File: src/rtl/serial_pkg.sv
// Shared definitions for the serial adder datapath and its receive-side collector.
package serial_pkg;

    localparam int unsigned SERIAL_WIDTH = 8;

    typedef enum logic [0:0] {
        C_IDLE,
        C_COLLECT
    } collect_state_t;

endpackage

File: src/rtl/serial_shift_in.sv
// LSB-first shift register and bit counter; done_o flags the bit that completes a word.
module serial_shift_in
    import serial_pkg::*;
#(
    parameter int unsigned WIDTH = SERIAL_WIDTH
) (
    input  logic             clk_i,
    input  logic             reset_i,
    input  logic             clear_i,
    input  logic             shift_i,
    input  logic             bit_i,
    output logic [WIDTH-1:0] word_o,
    output logic             done_o
);

    localparam int unsigned CW = $clog2(WIDTH);
    localparam logic [CW-1:0] LastCount = CW'(WIDTH - 1);

    // Only the upper WIDTH-1 bits are kept; the incoming bit completes the word.
    logic [WIDTH-2:0] shreg_q;
    logic [CW-1:0]    count_q;

    assign word_o = {bit_i, shreg_q};
    assign done_o = shift_i && (count_q == LastCount);

    always_ff @(posedge clk_i or posedge reset_i) begin
        if (reset_i) begin
            shreg_q <= '0;
            count_q <= '0;
        end else if (clear_i) begin
            shreg_q <= '0;
            count_q <= '0;
        end else if (shift_i) begin
            shreg_q <= word_o[WIDTH-1:1];
            count_q <= done_o ? '0 : count_q + CW'(1);
        end
    end

endmodule

File: src/rtl/serial_collector.sv
// Reassembles a serial sum stream into a parallel word on a valid/ready handshake.
// Define SERIAL_COLLECTOR_PARITY_EN to add a registered parity_o of the held word.
module serial_collector
    import serial_pkg::*;
#(
    parameter int unsigned WIDTH = SERIAL_WIDTH
) (
    input  logic             clk_i,
    input  logic             reset_i,
    input  logic             load_i,
    input  logic             enable_i,
    input  logic             sum_bit_i,
    input  logic             carry_i,
    input  logic             ready_i,
    output logic [WIDTH-1:0] sum_o,
    output logic             cout_o,
    output logic             valid_o,
    output logic             busy_o,
`ifdef SERIAL_COLLECTOR_PARITY_EN
    output logic             parity_o,
`endif
    output logic             overrun_o
);

    collect_state_t   state_q;
    logic             shift;
    logic             done;
    logic [WIDTH-1:0] word_next;
    logic [WIDTH-1:0] sum_q;
    logic             cout_q;
    logic             valid_q;
    logic             overrun_q;
`ifdef SERIAL_COLLECTOR_PARITY_EN
    logic             parity_q;
`endif

    // A load in the same cycle as enable wins, so that bit never reaches the shifter.
    assign shift = (state_q == C_COLLECT) && enable_i && !load_i;

    serial_shift_in #(
        .WIDTH(WIDTH)
    ) u_shift_in (
        .clk_i  (clk_i),
        .reset_i(reset_i),
        .clear_i(load_i),
        .shift_i(shift),
        .bit_i  (sum_bit_i),
        .word_o (word_next),
        .done_o (done)
    );

    always_ff @(posedge clk_i or posedge reset_i) begin
        if (reset_i) begin
            state_q   <= C_IDLE;
            sum_q     <= '0;
            cout_q    <= 1'b0;
            valid_q   <= 1'b0;
            overrun_q <= 1'b0;
`ifdef SERIAL_COLLECTOR_PARITY_EN
            parity_q  <= 1'b0;
`endif
        end else begin
            case (state_q)
                C_IDLE: begin
                    if (load_i) state_q <= C_COLLECT;
                end
                C_COLLECT: begin
                    if (done) state_q <= C_IDLE;
                end
                default: state_q <= C_IDLE;
            endcase

            // A held word being accepted on the completion edge frees the slot.
            if (done) begin
                if (!valid_q || ready_i) begin
                    sum_q    <= word_next;
                    cout_q   <= carry_i;
                    valid_q  <= 1'b1;
`ifdef SERIAL_COLLECTOR_PARITY_EN
                    parity_q <= ^word_next;
`endif
                end else begin
                    overrun_q <= 1'b1;
                end
            end else if (valid_q && ready_i) begin
                valid_q <= 1'b0;
            end
        end
    end

    assign sum_o     = sum_q;
    assign cout_o    = cout_q;
    assign valid_o   = valid_q;
    assign busy_o    = (state_q == C_COLLECT);
    assign overrun_o = overrun_q;
`ifdef SERIAL_COLLECTOR_PARITY_EN
    assign parity_o  = parity_q;
`endif

endmodule
File: config.mk
export PLATFORM = sky130hd
export DESIGN_NAME = serial_collector
export DESIGN_NICKNAME = d
export VERILOG_FILES = /design/src/rtl/serial_pkg.sv /design/src/rtl/serial_shift_in.sv /design/src/rtl/serial_collector.sv
export SDC_FILE = /design/constraint.sdc
export NUM_CORES = 1
export LEC_CHECK = 0
export ABC_AREA = 1
export CAP_MARGIN = 30
export CORE_MARGIN = 8
export CORE_UTILIZATION = 48
export CTS_CLUSTER_SIZE = 14
export DETAILED_ROUTE_END_ITERATION = 16
export MAX_ROUTING_LAYER = met4
export PLACE_DENSITY_LB_ADDON = 0.08
export SYNTH_ARGS = -nofsm -noshare
export SYNTH_HDL_FRONTEND = slang
export SYNTH_SLANG_ARGS = --single-unit
File: constraint.sdc
create_clock -name clk_i -period 1.45 [get_ports clk_i]
set_clock_uncertainty 0.1 [all_clocks]
set_input_delay 0.2175 -clock clk_i [delete_from_list [all_inputs] [get_ports clk_i]]
set_output_delay 0.2175 -clock clk_i [all_outputs]
set_load 0.02 [all_outputs]
==> impl_metrics.toml, run 1 <==
[clocking]
clockRootBuffer = "clkbuf_4"
clockBufferDepth = 2
clkSlewWorstSetupHoldPaths_ps = 130
insertion_delay_ps = 300
cts-buffers-inserted = 3
post-cts-setup-buffer-count = 0
cts_tree = "yes"
cts_sinks = 22
ctsHtreeMaxLevel = 1

[critical_path]
critical_path.max_fanout = 4
cp_num_buf_inv = 1
path_delay_family = "flip-flops"
crit_cells = 1
path_cells = "dlygate4sd2_1"
critPathRequiredTime_ps = 1130
r2r_cells = 5
crit_path_max_incr_delay_ps = 430
cp.arrival_ps = 1060
slowest_stage = "dfrtp_1"
endpoint_kind = "primary output"
crit_type = "register to primary output"
startpoint_type = "register"

[finish]
design_area_mm2 = 0.00119
antennaDiodeCount = 0
area_delta_synth_final_pct = 30.9
layout.nets = 130
drive_above_1_share_pct = 13.3
stdcell_count = 145

[drt]
wire_per_inst_um = 13.5
first_pass_iters = 4
wl_mm = 1.95
final_antenna_net_count = 0
vias_per_cell = 5.00
drt_iter0_drc = 15
vias = 725
remaining_drc_errors = 0

[logic_synthesis]
postSynthNetCount = 102
synth_area_leaders = "dfrtp_1, nand2_1, nand4_1"
synth.cell_area_um2 = 912
yosysWarningCount = 0
synthesis.instances = 93
synth_cell_types = 14
synth_seq_cells = 22
syn_area_per_cell_um2 = 9.81
synth_top_area_cell = "dfrtp_1"
seq_area_frac_synth_pct = 60.4
synth_top_area_share_pct = 60.4

[power_and_ir_drop]
power_w = 0.00104
ir_worst_vdd_uv = 557
powerDensity_mw_per_mm2 = 874
leakage_nw = 0.639

[sta]
final_max_slew_viol_count = 0
setup_viol_count_final = 0
hold_violations = 0
clock.fmax_mhz = 728
grt_setup_unrepaired = "no"
final.min_clock_period_ps = 1370
relSlewSlack_pct = 80.9
setup-tns-final_ps = 0
worstMarginPinSlew_ps = 286
period_share_pct = 94.7

[global_routing]
grt_max_degree = 23
grt_overflow_total = 0
track_usage_pct = 12.6
antenna_found_initial = 0
grt_pass1_wl_mm = 3.35
grt_pass1_vias = 757

[floorplanning]
ios = 19
die_w_um = 59.6
dieArea_mm2 = 0.00355
core_area_mm2 = 0.00176
num_rows = 15
start_util_pct = 51.7
die_h_um = 59.6

[placement]
place_hpwl_mm = 1.44
place_area_mm2 = 0.00116
port_buffers = 18
globalplace.congestion = 0.774
dp.cells = 141

[job]
maxCapViolations = 0

[run_status]
status = "completed"

[hold_path]
hp-class = "primary input to async pin"
## sequential cells by signal, summed over array words and instances (netlist names)
register            cells
valid_o                 1
u_shift_in.shreg_q      7
sum_o                   8
cout_o                  1
overrun_o               1
u_shift_in.count_q      3
busy_o                  1
## synthesized netlist by cell type (all sizes together)
library cell,instances
dfrtp,22
nand3,6
o21bai,1
buf,3
nand2,27
nor2,1
nand4,9
o21ai,5
o22ai,5
inv,12
ha,2
## worst reg2reg max path, cell delays in order, from the launching register on
cell     delay, ps
dfrtp_1        420
ha_1           200
ha_2           220
buf_4          170
nand4_1         90
nand2_1         60
## layout by cell type, fill, tap and decap left out
master,instances
dlygate4sd2_1,12
clkbuf_8,1
ha_1,1
o21ai_0,5
o22ai_1,5
nor2_4,1
clkdlybuf4s50_1,6
ha_2,1
nand2_2,1
o21bai_1,1
inv_1,12
nand2_1,26
dfrtp_1,22
nand3_1,5
nand3_4,1
buf_4,8
nand4_1,9
clkbuf_4,3
## worst paths after layout
path                                        from        to  slack (ps)
min reg2reg                             sum_o[7]  sum_o[7]         380
max reg2reg                u_shift_in.count_q[1]  sum_o[5]         100
max                                       busy_o    busy_o          80
max in group asynchronous                reset_i   valid_o         900
min in group clk_i                       carry_i    cout_o         370
min                                      reset_i  sum_o[1]         130
## routing by layer
layer  routed length [um]  track usage [%]  vias to the layer above  share of wire (%)
met4                   18             4.76                        0               0.92
met1                  910             15.2                      345                 47
met5                    0                -                        -                  0
met3                   60             1.95                        2                3.1
met2                  964             20.6                       14                 49
li1                     -                -                      364                  -
## power by group
group          switching (W)  leakage (nW)  total [W]  internal (W)
clock               0.000186        0.0210   0.000339      0.000153
sequential        0.00000498         0.300   0.000627      0.000622
combinational      0.0000435         0.318  0.0000771     0.0000336
total               0.000235         0.639    0.00104      0.000808
## metrics by stage
step	worst slack [ps]	utilization [%]	hold WS, ps
floorplan	151	-	107
CTS	58.4	67.1	143
detailed placement	-45.2	65.9	359
global route	13.3	67.7	174
finish	76.8	67.7	130
global placement	-14.3	65.9	353
## kinds of logic after synthesis
logic type | synth area share [%]
AOI/OAI and AO/OA | 7.00
DFF | 60.4
and+or+nand+nor | 22.6
buffers and inverters | 7.27
adders and majority gates | 2.74
## layout make-up
type / count / area [um2]
Tap cell: 25 / 31.3
Sequential cell: 22 / 551
Fill cell: 161 / 571
Inverter: 12 / 45.0
Timing Repair Buffer: 26 / 225
Clock buffer: 4 / 36.3
Multi-Input combinational cell: 56 / 305
## timing repair
action | CTS | global route
resized for setup | 12 | 2
gates cloned | 0 | 0
hold buffers | 0 | 0
endpoints found under the setup margin | 12 | 9
(Power assumes the default switching activity.)
==> run 2, diff against run 1 <==
--- a/config.mk
+++ b/config.mk
@@ -7,10 +7,12 @@
 export LEC_CHECK = 0
 export ABC_AREA = 1
 export CAP_MARGIN = 30
+export CORE_ASPECT_RATIO = 0.7
 export CORE_MARGIN = 8
 export CORE_UTILIZATION = 48
 export CTS_CLUSTER_SIZE = 14
 export DETAILED_ROUTE_END_ITERATION = 16
+export GPL_TIMING_DRIVEN = 0
 export MAX_ROUTING_LAYER = met4
 export PLACE_DENSITY_LB_ADDON = 0.08
 export SYNTH_ARGS = -nofsm -noshare
==> run 2 against run 1 <==
  * Fmax up 0.15%
  * Clock power down 21%
  * Power shrank 7.1%
  * Worst setup slack improved by 2.0 ps
  * Global-route usage shrank 0.46 points
  * First-iteration DRC count grew 87%
  * Sequential share of layout area is 1.9 points higher
  * Via count fell by 2.1%
  * Critical endpoint unchanged
  * Largest power group unchanged
  * Highest routed layer unchanged
==> impl_metrics.toml, run 2 (synthesized netlist as in run 1, its figures left out) <==
[clocking]
cts-buffers-inserted = 3
clockBufferDepth = 2
cts_sinks = 22
ctsHtreeMaxLevel = 1
insertion_delay_ps = 300
clkSlewWorstSetupHoldPaths_ps = 110
cts_tree = "yes"
clockRootBuffer = "clkbuf_4"
ctsHoldBuffers = 0

[finish]
final_common_cell = "nand2_1"
register_area_um2 = 551
drive_above_1_share_pct = 10.4
final_cell_mix = "nand2_1, dfrtp_1, inv_1, dlygate4sd2_1, nand4_1"
area_delta_synth_final_pct = 25.7
fillerInstances = 171
largest_register_ff_count = 8
antennaDiodeCount = 0
layout.nets = 126
stdcell_count = 137
multiInputGateArea_um2 = 300

[drt]
vias = 710
final_antenna_net_count = 0
drt_iter0_drc = 28
wl_mm = 1.92
first_pass_iters = 4
remaining_drc_errors = 0
wire_per_inst_um = 14.0
vias_per_cell = 5.18

[sta]
setup-tns-final_ps = 0
clock.fmax_mhz = 729
final_max_slew_viol_count = 0
finalWorstSetupSlack_ps = 78.8
hold_slack_ps = 274
grt_setup_unrepaired = "no"
period_share_pct = 94.6
hold_violations = 0
worstMarginPinSlew_ps = 841
setup_viol_count_final = 0
final.min_clock_period_ps = 1370
relSlewSlack_pct = 43.9

[floorplanning]
dieArea_mm2 = 0.00357
die_w_um = 68.1
die_h_um = 52.5
core_area_mm2 = 0.00182
ios = 19
start_util_pct = 50.1
num_rows = 13

[run_status]
status = "completed"

[placement]
dp.cells = 133
globalplace.congestion = 0.774
place_hpwl_mm = 1.41
port_buffers = 18
pre_cts_ws_ps = -156

[power_and_ir_drop]
p_switching_w = 0.000220
ir_worst_vdd_uv = 635
leakage_nw = 0.612
powerDensity_mw_per_mm2 = 846
power.internal_w = 0.000749
power_w = 0.000969
p_comb_share_pct = 7.6
seqPwrFrac_pct = 64.7
swShare_pct = 22.7
p_clk_share_pct = 27.8

[critical_path]
crit_type = "register to primary output"
startpoint_type = "register"
endpoint_kind = "primary output"
crit_path_max_incr_delay_ps = 420
path_cells = "dlygate4sd2_1"
cp_num_buf_inv = 1
slowest_stage = "dfrtp_1"
path_delay_family = "flip-flops"
cp.arrival_ps = 1050
critical_path.max_fanout = 4
critPathRequiredTime_ps = 1130

[global_routing]
track_usage_pct = 12.1
grt_overflow_total = 0
grt_pass1_vias = 656
antenna_found_initial = 0
grt_pass1_wl_mm = 3.16
grt_max_degree = 23

[hold_path]
hp-class = "primary input to async pin"

[job]
maxCapViolations = 0
## run 2: cell count changes in the layout (fill, tap and decap cells not counted)
cell | previous run | this run
nand2_2 | 1 | 2
nand3_4 | 1 | 0
buf_2 | 0 | 1
buf_4 | 8 | 1
buf_6 | 0 | 2
nand2_1 | 26 | 25
nand3_2 | 0 | 1
clkbuf_8 | 1 | 0
## run 2: per-stage QoR
stage / util [%] / instance area, um2
2_1_floorplan: - / 912
3_3_place_gp: 61.5 / 1120
3_5_place_dp: 61.5 / 1120
4_1_cts: 62.2 / 1130
5_1_grt: 62.9 / 1150
6_report: 62.9 / 1150
## run 2: final cells by class
cell class	instances	share of cell area [%]
well taps	22	2.40
multi-input cells	56	26.2
clock buffers	3	1.97
inverters	12	3.93
plain buffers	3	2.40
flip-flops and latches	22	48.0
repair buffers	19	15.1
## run 2: timing repair
item,4_1_cts,5_1_grt
hold endpoints to repair,0,0
buffers inserted,0,1
gates resized for setup,14,2
endpoints found under the setup margin,15,3
## run 2: path summary, 6_finish.rpt
kind                                       start  cells past startpoint                     to  slack, ps
max reg2reg                u_shift_in.count_q[0]                      6                 busy_o        100
min reg2reg                             sum_o[4]                      2               sum_o[4]        380
min in group clk_i                      sum_o[4]                      2               sum_o[4]        380
min                                      reset_i                      2  u_shift_in.count_q[1]        270
max in group asynchronous                reset_i                      2  u_shift_in.shreg_q[2]        460
max                                       busy_o                      1                 busy_o         80
## run 2: layer usage
layer | part of all wire (%) | track usage (%)
met5 | 0 | -
met2 | 41 | 16.5
met4 | 0.73 | 2.03
met3 | 7.6 | 4.70
met1 | 51 | 16.8
## run 2: power by group through the flow
stage | registers [W] | clock network [W] | logic [W]
6_report | 0.000627 | 0.000269 | 0.0000733
5_1_grt | 0.000628 | 0.000309 | 0.0000841
4_1_cts | 0.000627 | 0.000278 | 0.0000702
3_5_place_dp | 0.000639 | 0 | 0.0000705
3_3_place_gp | 0.000638 | 0 | 0.0000680
2_1_floorplan | 0.000637 | 0 | 0.0000392
==> run 3, diff against run 2 <==
--- a/config.mk
+++ b/config.mk
@@ -5,11 +5,11 @@
 export SDC_FILE = /design/constraint.sdc
 export NUM_CORES = 1
 export LEC_CHECK = 0
-export ABC_AREA = 1
 export CAP_MARGIN = 30
 export CORE_ASPECT_RATIO = 0.7
 export CORE_MARGIN = 8
-export CORE_UTILIZATION = 48
+export CORE_UTILIZATION = 50
+export CTS_BUF_LIST = sky130_fd_sc_hd__clkbuf_8
 export CTS_CLUSTER_SIZE = 14
 export DETAILED_ROUTE_END_ITERATION = 16
 export GPL_TIMING_DRIVEN = 0
==> run 3 against run 2 <==
  * The flow now finishes with violations (setup timing)
  * Utilization increased by 7.1 points
  * Global-route usage decreased by 0.42 points
  * Combinational power increased by 6.4%
  * Largest cell class unchanged
  * Final area increased by 11%
  * Sequential share of layout area decreased by 4.9 points
  * Register-to-register slack got worse by 310 ps
  * Critical endpoint is now sum_o[5]
  * Worst setup slack got worse by 290 ps
==> impl_metrics.toml, run 3 <==
[logic_synthesis]
synth.cell_area_um2 = 940
synth_commonest_cells = "dfrtp_1, nand2_1, a21oi_1, mux2_4"
synth_edf_count = 0
syn_area_per_cell_um2 = 12.4
postSynthNetCount = 85
synth_seq_cells = 22
synth_cell_types = 17
synth_top_area_share_pct = 58.6
yosysWarningCount = 0
synth_area_leaders = "dfrtp_1, mux2_4, nand2_1"
synthesis.instances = 76
seq_area_frac_synth_pct = 58.6
ys_async_sr_fraction_pct = 100
synth_ff_type = "dfrtp_1"
yosysMostFrequentCell = "dfrtp_1"
synth_top_area_cell = "dfrtp_1"

[clocking]
clkSlewWorstSetupHoldPaths_ps = 80
cts-buffers-inserted = 3
clockRootBuffer = "clkbuf_8"
cts_tree = "yes"
cts_sinks = 22
insertion_delay_ps = 260
clockBufferDepth = 2
ctsHtreeMaxLevel = 1

[sta]
period_share_pct = 114
clock.fmax_mhz = 603
final_max_slew_viol_count = 0
worstMarginPinSlew_ps = 801
hold_slack_ps = 300
grt_setup_unrepaired = "yes"
finalWorstSetupSlack_ps = -207
final.min_clock_period_ps = 1660
hold_violations = 0
setup_viol_count_final = 10
relSlewSlack_pct = 46.5

[placement]
place_hpwl_mm = 1.23
globalplace.congestion = 0.702
port_buffers = 18
pre_cts_ws_ps = -343

[run_status]
failed_checks = "setup timing"
status = "complete, but fails checks"

[critical_path]
endpoint_kind = "register"
critPathRequiredTime_ps = 1490
crit_type = "register to register"
cp.arrival_ps = 1700
critical_path.max_fanout = 5
startpoint_type = "register"

[drt]
vias = 652
wl_mm = 1.84
wire_per_inst_um = 14.5
final_antenna_net_count = 0
first_pass_iters = 4
vias_per_cell = 5.13
drt_iter0_drc = 34
remaining_drc_errors = 0

[floorplanning]
start_util_pct = 51.6
dieArea_mm2 = 0.00354
die_w_um = 67.8
core_area_mm2 = 0.00182
ios = 19
die_h_um = 52.3
num_rows = 13

[power_and_ir_drop]
powerDensity_mw_per_mm2 = 894
leakage_nw = 0.646
ir_worst_vdd_uv = 945

[global_routing]
antenna_found_initial = 0
grt_pass1_vias = 614
grt_max_degree = 23
grt_pass1_wl_mm = 2.96
track_usage_pct = 11.7
grt_overflow_total = 0

[finish]
antennaDiodeCount = 0
multiInputGateArea_um2 = 395
fillerInstances = 140
largest_register_ff_count = 8
final_cell_mix = "dfrtp_1, nand2_1, dlygate4sd2_1"
final_common_cell = "dfrtp_1"
register_area_um2 = 551
drive_above_1_share_pct = 27.6
layout.nets = 115
area_delta_synth_final_pct = 35.7

[hold_path]
hp-class = "primary input to async pin"

[job]
maxCapViolations = 0
[run 3: cells by family after synthesis]
logic type                 after synthesis  synth area share, %
DFF                                     22                 58.6
and+or+nand+nor                         27                 14.2
adders and majority gates                2                 2.66
buffers and inverters                    4                 2.66
muxes                                   10                 15.4
AOI/OAI and AO/OA                       11                 6.39
[run 3: worst paths after layout]
check | startpoint | to | slack, ps | depth (start not counted)
setup / recovery | u_shift_in.count_q[0] | sum_o[5] | -210 | 6
hold / removal | reset_i | sum_o[2] | 300 | 2
setup reg to reg | u_shift_in.count_q[0] | sum_o[5] | -210 | 6
hold reg to reg | overrun_o | overrun_o | 400 | 1
max in group asynchronous | reset_i | u_shift_in.shreg_q[6] | 440 | 2
min in group clk_i | overrun_o | overrun_o | 400 | 1
[run 3: cell type report]
cell class / instances / share of cell area, %
Clock buffer: 4 / 4.32
Multi-Input combinational cell: 50 / 31.0
Buffer: 3 / 1.67
Timing Repair Buffer: 25 / 17.4
Sequential cell: 22 / 43.2
Inverter: 1 / 0.294
Tap cell: 22 / 2.16
[run 3: what timing repair did]
action	4_1_cts	5_1_grt
gates resized for setup	14	2
gates cloned	1	0
buffers inserted	3	3
pin swaps	1	1
hold buffers	0	0
endpoints found under the setup margin	21	9
[run 3: metrics by stage]
stage | cells | util, % | TNS, ps | cell area (um2) | power (W)
after floorplan | 76 | - | -1290 | 963 | 0.000676
after global placement | 116 | 64.3 | -3430 | 1170 | 0.000705
after detailed placement | 116 | 64.3 | -4110 | 1170 | 0.000708
after CTS | 124 | 68.4 | -1580 | 1250 | 0.00114
after global routing | 127 | 70.0 | -2200 | 1270 | 0.00118
final | 127 | 70.0 | -1720 | 1270 | 0.00114
[run 3: layer usage]
metal  global-route usage [%]  share of wire (%)  up-vias
met4                     3.05               0.54        0
met3                     5.34                8.4        2
met5                        -                  0        -
met2                     18.5                 49       20
met1                     13.2                 42      321
li1                         -                  -      309
[run 3: where the power goes]
group	total (W)	internal, W	switching, W
sequential	0.000627	0.000621	0.00000609
combinational	0.0000780	0.0000376	0.0000404
clock	0.000434	0.000242	0.000193
total	0.00114	0.000901	0.000239
[run 3: worst max-delay path, cell delays in order, from the launching register on]
cell      delay [ps]
dfrtp_1          370
ha_2             200
ha_4             150
nand4b_4         110
nor2b_4          150
buf_6            150
mux2_4           300
